## src/rtl/seg7_pkg.sv

```systemverilog
// Shared segment codes, page codes and snapshot layouts for the multiplexed
// seven-segment counter display.
package seg7_pkg;

  localparam int NUM_DIGITS = 8;

  // Active-low cathode codes, bit order {g,f,e,d,c,b,a}.
  localparam logic [6:0] SEG_BLANK = 7'h7F;
  localparam logic [6:0] SEG_DASH  = 7'h3F;
  localparam logic [6:0] SEG_DIGIT [0:9] = '{
    7'h40, 7'h79, 7'h24, 7'h30, 7'h19,
    7'h12, 7'h02, 7'h78, 7'h00, 7'h10
  };

  localparam logic [1:0] PAGE_TOTAL  = 2'd0;
  localparam logic [1:0] PAGE_COND   = 2'd1;
  localparam logic [1:0] PAGE_UNCOND = 2'd2;

  typedef struct packed {
    logic [3:0] wan;
    logic [3:0] qian;
    logic [3:0] bai;
    logic [3:0] shi;
    logic [3:0] ge;
  } total_digits_t;

  typedef struct packed {
    logic [3:0] qian;
    logic [3:0] bai;
    logic [3:0] shi;
    logic [3:0] ge;
  } branch_digits_t;

  // Page sequence 0 -> 1 -> 2 -> 0; code 3 is never produced.
  function automatic logic [1:0] page_advance(input logic [1:0] p);
    return (p == PAGE_UNCOND) ? PAGE_TOTAL : p + 2'd1;
  endfunction

endpackage

```

## src/rtl/seg7_decode.sv

```systemverilog
// BCD-to-seven-segment decoder with a blank override; non-decimal codes
// show a dash so corrupt counter digits are visible rather than hidden.
module seg7_decode
  import seg7_pkg::*;
(
  input  logic [3:0] bcd,
  input  logic       blank,
  output logic [6:0] code
);

  always_comb begin
    code = SEG_BLANK;
    if (!blank) begin
      case (bcd)
        4'd0:    code = SEG_DIGIT[0];
        4'd1:    code = SEG_DIGIT[1];
        4'd2:    code = SEG_DIGIT[2];
        4'd3:    code = SEG_DIGIT[3];
        4'd4:    code = SEG_DIGIT[4];
        4'd5:    code = SEG_DIGIT[5];
        4'd6:    code = SEG_DIGIT[6];
        4'd7:    code = SEG_DIGIT[7];
        4'd8:    code = SEG_DIGIT[8];
        4'd9:    code = SEG_DIGIT[9];
        default: code = SEG_DASH;
      endcase
    end
  end

endmodule

```

## src/rtl/seg_scan_display.sv

```systemverilog
// Eight-digit time-multiplexed display of three counter pages. Value digits
// are snapshotted at the start of every scan frame so a frame never tears.
module seg_scan_display
  import seg7_pkg::*;
#(
  parameter int REFRESH_DIV = 100000,
  parameter int BLANK_LZ    = 1
) (
  input  logic       clk_n,
  input  logic       rst,
  input  logic       page_next,
  input  logic [3:0] wan,
  input  logic [3:0] qian,
  input  logic [3:0] bai,
  input  logic [3:0] shi,
  input  logic [3:0] ge,
  input  logic [3:0] tiao_qian,
  input  logic [3:0] tiao_bai,
  input  logic [3:0] tiao_shi,
  input  logic [3:0] tiao_ge,
  input  logic [3:0] wu_tiao_qian,
  input  logic [3:0] wu_tiao_bai,
  input  logic [3:0] wu_tiao_shi,
  input  logic [3:0] wu_tiao_ge,
  output logic [7:0] an,
  output logic [6:0] seg,
  output logic       dp,
  output logic [1:0] page
);

  localparam int             DW       = $clog2(REFRESH_DIV);
  localparam logic [DW-1:0]  DIV_LAST = DW'(REFRESH_DIV - 1);
  localparam logic           LZ_ON    = (BLANK_LZ != 0);

  logic [DW-1:0]  div_q, div_d;
  logic [2:0]     idx_q, idx_d;
  logic [1:0]     page_q, page_d;
  total_digits_t  tot_q, tot_d;
  branch_digits_t cond_q, cond_d;
  branch_digits_t uncond_q, uncond_d;
  logic [7:0]     an_q, an_d;
  logic [6:0]     seg_q, seg_d;

  logic           tick;
  logic           frame_start;
  logic [4:0][3:0] vals;
  logic [4:0]     present;
  logic [4:0]     lz_blank;
  logic           zero_run;
  logic [3:0]     dig_bcd;
  logic           dig_blank;
  logic [6:0]     dig_code;

  assign tick        = (div_q == DIV_LAST);
  assign frame_start = (div_q == '0) && (idx_q == 3'd0);

  // Scan timing, page selection and frame snapshot.
  always_comb begin
    div_d    = tick ? '0 : div_q + 1'b1;
    idx_d    = tick ? idx_q + 3'd1 : idx_q;
    page_d   = page_next ? page_advance(page_q) : page_q;
    tot_d    = tot_q;
    cond_d   = cond_q;
    uncond_d = uncond_q;
    if (frame_start) begin
      tot_d    = '{wan: wan, qian: qian, bai: bai, shi: shi, ge: ge};
      cond_d   = '{qian: tiao_qian, bai: tiao_bai, shi: tiao_shi, ge: tiao_ge};
      uncond_d = '{qian: wu_tiao_qian, bai: wu_tiao_bai, shi: wu_tiao_shi,
                   ge: wu_tiao_ge};
    end
  end

  // Value digits of the current page, slot 0 = ones; absent slots are not
  // value digits and do not stop leading-zero blanking.
  always_comb begin
    vals    = '0;
    present = 5'b00000;
    case (page_q)
      PAGE_COND: begin
        vals[3:0] = {cond_q.qian, cond_q.bai, cond_q.shi, cond_q.ge};
        present   = 5'b01111;
      end
      PAGE_UNCOND: begin
        vals[3:0] = {uncond_q.qian, uncond_q.bai, uncond_q.shi, uncond_q.ge};
        present   = 5'b01111;
      end
      default: begin
        vals    = {tot_q.wan, tot_q.qian, tot_q.bai, tot_q.shi, tot_q.ge};
        present = 5'b11111;
      end
    endcase

    zero_run = 1'b1;
    lz_blank = '0;
    for (int i = 4; i >= 1; i--) begin
      zero_run    = zero_run & ((vals[i] == 4'd0) | ~present[i]);
      lz_blank[i] = zero_run;
    end
  end

  always_comb begin
    dig_bcd   = 4'd0;
    dig_blank = 1'b1;
    case (idx_q)
      3'd7: begin
        dig_bcd   = {2'b00, page_q + 2'd1};
        dig_blank = 1'b0;
      end
      3'd6, 3'd5: begin
        dig_blank = 1'b1;
      end
      default: begin
        dig_bcd   = vals[idx_q];
        dig_blank = ~present[idx_q] | (LZ_ON & lz_blank[idx_q]);
      end
    endcase
  end

  seg7_decode u_decode (
    .bcd   (dig_bcd),
    .blank (dig_blank),
    .code  (dig_code)
  );

  always_comb begin
    an_d  = ~(8'd1 << idx_q);
    seg_d = dig_code;
  end

  always_ff @(posedge clk_n or negedge rst) begin
    if (!rst) begin
      div_q    <= '0;
      idx_q    <= 3'd0;
      page_q   <= PAGE_TOTAL;
      tot_q    <= '0;
      cond_q   <= '0;
      uncond_q <= '0;
      an_q     <= 8'hFF;
      seg_q    <= SEG_BLANK;
    end else begin
      div_q    <= div_d;
      idx_q    <= idx_d;
      page_q   <= page_d;
      tot_q    <= tot_d;
      cond_q   <= cond_d;
      uncond_q <= uncond_d;
      an_q     <= an_d;
      seg_q    <= seg_d;
    end
  end

  assign an   = an_q;
  assign seg  = seg_q;
  assign dp   = 1'b1;
  assign page = page_q;

endmodule

```

## config.mk

```make
export PLATFORM = sky130hd
export DESIGN_NAME = seg_scan_display
export DESIGN_NICKNAME = d
export VERILOG_FILES = /design/src/rtl/seg7_pkg.sv /design/src/rtl/seg7_decode.sv /design/src/rtl/seg_scan_display.sv
export SDC_FILE = /design/constraint.sdc
export NUM_CORES = 1
export LEC_CHECK = 0
export ABC_AREA = 1
export BUFFER_PORTS_ARGS = -buffer_cell sky130_fd_sc_hd__buf_2
export CAP_MARGIN = 20
export CORE_UTILIZATION = 25
export CTS_BUF_LIST = sky130_fd_sc_hd__clkbuf_8
export DETAILED_ROUTE_END_ITERATION = 6
export PLACE_DENSITY = 0.52
export SLEW_MARGIN = 20
export SYNTH_ARGS = -nofsm -noshare
export SYNTH_HDL_FRONTEND = slang
export SYNTH_SLANG_ARGS = --single-unit
```

## constraint.sdc

```tcl
create_clock -name clk_n -period 4.8 [get_ports clk_n]
set_input_delay 0.24 -clock clk_n [delete_from_list [all_inputs] [get_ports clk_n]]
set_output_delay 0.24 -clock clk_n [all_outputs]
set_load 0.03 [all_outputs]
```

# After elaboration in Yosys (flattened, before gate mapping)
# Memory sizes are Yosys's and may differ from the RTL's.
# Index checks and enable logic that the tools add are counted.
[word_totals] mem_bits_ro=112 elab_cells=67 register_bits=89 n_memories=1 output_inout_bits=18
[classes] reduce_logical=9 n_shift=1 n_bitwise=14 muxes=14 n_addsub=3 n_lt_le_gt_ge=1 n_eq_ne=6
[mem_list] memory="(no name shown)" depth=16 width=7 read_ports=1 rd_ports_with_merged_regs=0 wr=0 line="seg7_decode.sv:14" source="case (bcd)"
[op_table] cell="one-hot mux 16 bit (2 select lines)" n=1
[op_table] cell="adder 17 x 1 -> 17 bit, second input constant" n=1
[op_table] cell="== test 17 bit, second input constant" n=1
[op_table] cell="logical NOT 17 bit" n=1
[op_table] cell="two-way mux 17 bit" n=1
[op_table] cell="logical NOT 4 bit" n=4
[op_table] cell="binary-select mux 4 bit (select 3 bit)" n=1
[op_table] cell="== test 3 bit, second input constant" n=3
[op_table] cell="two-way mux 4 bit" n=2
[op_table] cell="NOT 8 bit" n=1
[op_table] cell="one-hot mux 4 bit (2 select lines)" n=1
[op_table] cell="left shift 1 x 3 -> 8 bit, first input constant" n=1
[op_table] cell="two-way mux 7 bit" n=1
[op_table] cell="binary-select mux 1 bit (select 3 bit)" n=2
[op_table] cell="two-way mux 5 bit" n=1
[op_table] cell="NOT 1 bit" n=5
[op_table] cell="OR 1 bit" n=5
[op_table] cell="less-than comparator 3 x 4 -> 1 bit, second input constant" n=1
[op_table] cell="OR reduction 2 bit" n=2
[op_table] cell="adder 3 x 1 -> 3 bit, second input constant" n=1
[op_table] cell="AND 1 bit" n=3
[op_table] cell="logical NOT 3 bit" n=1
[op_table] cell="adder 2 x 1 -> 2 bit, second input constant" n=1
[op_table] cell="== test 2 x 1 -> 1 bit, second input constant" n=1
[op_table] cell="other kinds (5)" n=6

# Longest topological paths before layout
[depth] depth_word=13 depth_mapped=17 ltp_nobuf=15

# By module
# A second synthesis with hierarchy kept.
[unflattened] cells_unflattened=590 area_unflattened_um2=4674.5
[modules_own_cells] mod="seg_scan_display" area_per_inst_um2=4478.0 instances=1 cells_each=553
[modules_own_cells] mod="seg7_decode" area_per_inst_um2=196.4 instances=1 cells_each=37

# Worst setup path after synthesis
# OpenSTA, ideal clock, no wires.
[synth_path] kind="register -> register" startpoint="register page_q[0], in the netlist page[0]" endpoint="register seg_q[5], in the netlist seg[5]" n_path_buf=1 setup_ns=0.093 arrival_time_ns=2.432 path_stages_with_launch=16 setup_slack_ns=2.275 path_cell_list="dfrtp_1 -> inv_1 -> ha_1 -> buf_4 -> or2_2 -> nand3_1 -> nand2_1 -> inv_1 -> nand2_1 -> a21oi_2 -> inv_1 -> ha_1 -> inv_1 -> nand3_1 -> nand3_1 -> nand3_1"
[synth_via] elab_chain_len=13
[synth_lines] element="start, declared" line="seg_scan_display.sv:37" source="logic [1:0] page_q, page_d;"
[synth_lines] element="start signal, assigned" line="seg_scan_display.sv:143" source="page_q <= page_d;"
[synth_lines] element="== test 2 bit / == test 2 x 1 -> 1 bit (equally long branches)" line="seg_scan_display.sv:78" source="case (page_q)"
[synth_lines] element="OR reduction 2 bit (no line)"
[synth_lines] element="two-way mux 4 bit / two-way mux 5 bit (equally long branches)" line="seg_scan_display.sv:78"
[synth_lines] element="logical NOT 4 bit / NOT 1 bit (equally long branches)" line="seg_scan_display.sv:96" source="zero_run = zero_run & ((vals[i] == 4'd0) | ~present[i]);"
[synth_lines] element="OR 1 bit" line="seg_scan_display.sv:96"
[synth_lines] element="AND 1 bit (3 in a row)" line="seg_scan_display.sv:96"
[synth_lines] element="binary-select mux 1 bit (select 3 bit)" line="seg_scan_display.sv:114" source="dig_blank = ~present[idx_q] | (LZ_ON & lz_blank[idx_q]);"
[synth_lines] element="two-way mux 1 bit (implied by the code)" line="seg_scan_display.sv:114"
[synth_lines] element="OR 1 bit" line="seg_scan_display.sv:114"
[synth_lines] element="one-hot mux 1 bit (2 select lines)" line="seg_scan_display.sv:104" source="case (idx_q)"
[synth_lines] element="two-way mux 7 bit *" line="seg7_decode.sv:13" source="if (!blank) begin"
[synth_lines] element="net dig_code[5]" line="seg_scan_display.sv:52" source="logic [6:0] dig_code;"
[synth_lines] element="end signal, assigned" line="seg_scan_display.sv:148" source="seg_q <= seg_d;"
[synth_lines] element="end, declared" line="seg_scan_display.sv:42" source="logic [6:0] seg_q, seg_d;"
# Mark *: on every way through the listed nets, which the timed path passes. The rest lies on a longest branch. The select of a mux whose other input is x is not followed.
# A chain may end at the register's enable or synchronous reset.

# Worst setup path after layout
[layout_path] startpoint="register page_q[0], in the netlist page[0]" endpoint="register seg_q[3], in the netlist seg[3]"
# The elaborated chain is that of the path after synthesis.

==> flow_summary.yaml <==
clocking:
  clock-root-buffer: "clkbuf_8"
  clockBufferDepth: 2
  cts.reportedPaths.clkPinSlew_ps: 100
  clk_latency_ps: 390
  cts_max_level: 3
  cts.sinks: 89
  cts_made_buffers: 9
  cts_tree: "done"
timing:
  timing.slew.headroom_pct: 36.65
  fin_crit_ps: 2905
  tightest_slew_ps: 950.2
  period_share_pct: 60.53
  setup_ws_ps: 1895
  hold_viol: 0
  fmax_mhz: 344.2
  finalClockSkew_ps: 12.61
  finalSetupTns_ps: 0
  final_max_slew_viol_count: 0
  setup_violations: 0
  rsz0062_at_grt: "false"
run_status:
  outcome: "finished, final reports clean"
grt:
  use_met3_pct: 3.431
  grt_most_used_layer: "met2"
  grt_util_met1_pct: 16.54
  antenna_found_initial: 0
  grt_pass1_wl_um: 18660
  grt_remaining_overflow: 0
  use_met2_pct: 18.67
  grt_max_degree: 53
  grt_pass1_vias: 3491
  track_usage_pct: 12.35
drt:
  vias: 3463
  ant_nets: 0
  drcViolationCount: 0
  vias_per_cell: 4.177
  wl_per_cell_um: 13.49
  wl_um: 11180
  first_iter_violations: 315
  first_pass_iters: 4
critical_path:
  cpMaxStageDelayCell: "ha_1"
  end_kind: "register"
  cp.required_ps: 5130
  worstPathMaxFanout: 34
  path_buf_inv: 2
  cp-start-kind: "register"
  arrival_ps: 3230
  cp_top_family: "adder cells"
  slowest_delay_ps: 890
  crit_type: "register to register"
  worstPathCellList: "inv_1, ha_1, inv_2, nand2_1, nand2_1, nand2_1, nand4_1, a21boi_1, ha_1, nand3_1, nand3_1, nand3_1"
floorplan:
  die_w_um: 140.8
  initial_utilization_pct: 25.59
  dieHeight_um: 140.8
  core_area_um2: 18830
  rows: 50
  die-area_um2: 19840
  io_pins: 73
cells_and_area:
  drive_gt1_share_pct: 31.63
  syn_to_final_growth_pct: 16.51
  diodes: 0
  final_net_count: 636
  final_cells: 829
  mostFrequentLayoutCell: "nand2_1"
  final_area_um2: 5615
  layout_common_cells: "nand2_1, dfrtp_1, buf_2"
  fillerInstances: 1994
min_path:
  worstHoldPathType: "input pin to register"
synthesis:
  synth_area_um2: 4820
  synth_fp_nets: 566
  seq_area_frac_synth_pct: 46.60
  synth-async-reset-ratio_pct: 100.0
  syn_inst: 494
  syn_avg_cell_area_um2: 9.756
  ys_types: 36
  ys_ff_latch: 89
  yosys_warnings: 0
  ys.flop_type: "dfrtp_1"
  synth_edf_count: 0
power:
  p_leak_nw: 2.870
  power_mw: 2.273
  power.density_nw_per_um2: 404.8
  vdd_drop_max_v: 0.0001306
placed_design:
  dpl_cell_area_um2: 5401
  place_ws_ps: 1896
  numPortBuffers: 71
  routabilityCongestion: 0.8186
  dp.cells: 812
  hpwl_um: 8335
flow_run:
  maxCapViolCount: 0
==> synthesized netlist by cell type (2+ instances only) <==
cell / number / area share [%]
nor4_2: 2 / 0.52
nand2_1: 127 / 9.9
ha_1: 17 / 4.4
nand4_1: 4 / 0.52
buf_2: 4 / 0.42
o21ai_1: 2 / 0.21
mux2_4: 50 / 16
nor2_1: 33 / 2.6
nand3_1: 46 / 4.8
xor2_1: 3 / 0.55
o21ai_0: 12 / 1.2
dfrtp_1: 74 / 38
nor4_1: 3 / 0.39
nor3_1: 8 / 0.83
inv_2: 2 / 0.16
a21oi_2: 3 / 0.55
nand2_2: 3 / 0.39
inv_1: 43 / 3.3
buf_4: 2 / 0.31
dfstp_2: 15 / 8.2
mux2_2: 2 / 0.47
clkbuf_2: 2 / 0.21
a21oi_1: 10 / 1.0
buf_6: 6 / 1.4
or2_2: 10 / 1.3
==> final timing paths <==
check	start	to	slack [ps]	depth (start not counted)
min in group asynchronous	rst	uncond_q[6]$_DFFE_PN0P_	360	2
worst min register to register	div_q[0]$_DFF_PN0_	div_q[0]$_DFF_PN0_	510	1
worst max-delay path	page[0]$_DFFE_PN0P_	seg[3]$_DFF_PN1_	1890	12
max in group asynchronous	rst	cond_q[2]$_DFFE_PN0P_	3410	3
worst max register to register	page[0]$_DFFE_PN0P_	seg[3]$_DFF_PN1_	1890	12
worst min-delay path	tiao_shi[0]	cond_q[4]$_DFFE_PN0P_	70	2
==> stage by stage <==
step / utilization [%] / hold slack, ps
after floorplan: - / -55.59
after global placement: 28.68 / 260.4
after detailed placement: 28.68 / 252.4
after CTS: 29.82 / 52.56
after global routing: 29.82 / 61.14
final: 29.82 / 72.90
==> what timing repair did <==
action | CTS | global route
hold buffers | 1 | 0
resized for setup | 0 | 0
endpoints found under the hold margin | 23 | 0
buffers inserted | 0 | 0
==> cell families after synthesis <==
kind of cell             share of synthesized area (%)
XOR/XNOR                                        0.7270
buffers and inverters                            5.919
AND/OR/NAND/NOR                                  22.33
other                                          0.07781
multiplexers                                     16.04
flip-flops                                       46.60
adder cells (fa/ha/maj)                          4.413
AO/OA/AOI/OAI                                    3.894
==> power breakdown <==
group          total (mW)  internal [mW]  switching (mW)  leakage, nW
logic               0.874          0.307           0.566         1.72
registers           0.863          0.834          0.0293         1.05
clock network       0.536          0.245           0.291       0.0960
total                2.27           1.39           0.887         2.87
==> layer usage <==
metal,wire [um],vias up
met5,0,-
met4,190,0
met3,569,14
met2,4934,69
met1,5487,1632
li1,-,1748
==> worst register-to-register path: stages (launching register included) <==
cell and delay [ps]:
dfrtp_1 420, inv_1 90, ha_1 890, inv_2 170, nand2_1 110, nand2_1 70
nand2_1 60, nand4_1 120, a21boi_1 340, ha_1 300, nand3_1 100, nand3_1 80
nand3_1 90
==> registers in the layout (all words and copies together) (netlist names) <==
register / cells
idx_q: 3
div_q: 17
uncond_q: 16
tot_q: 20
cond_q: 16
page: 2
an: 8
seg: 7
==> final cells by class <==
type / instances / area [um2] / share of cell area (%)
inverter: 45 / 168.9 / 3.008
multi-input combinational: 345 / 2288 / 40.75
timing repair buffer: 74 / 382.9 / 6.818
sequential: 89 / 2246 / 40.00
clock buffer: 9 / 123.9 / 2.206
tap: 260 / 325.3 / 5.793
clock inverter: 7 / 80.08 / 1.426
Power figures use the tool's default switching activity.
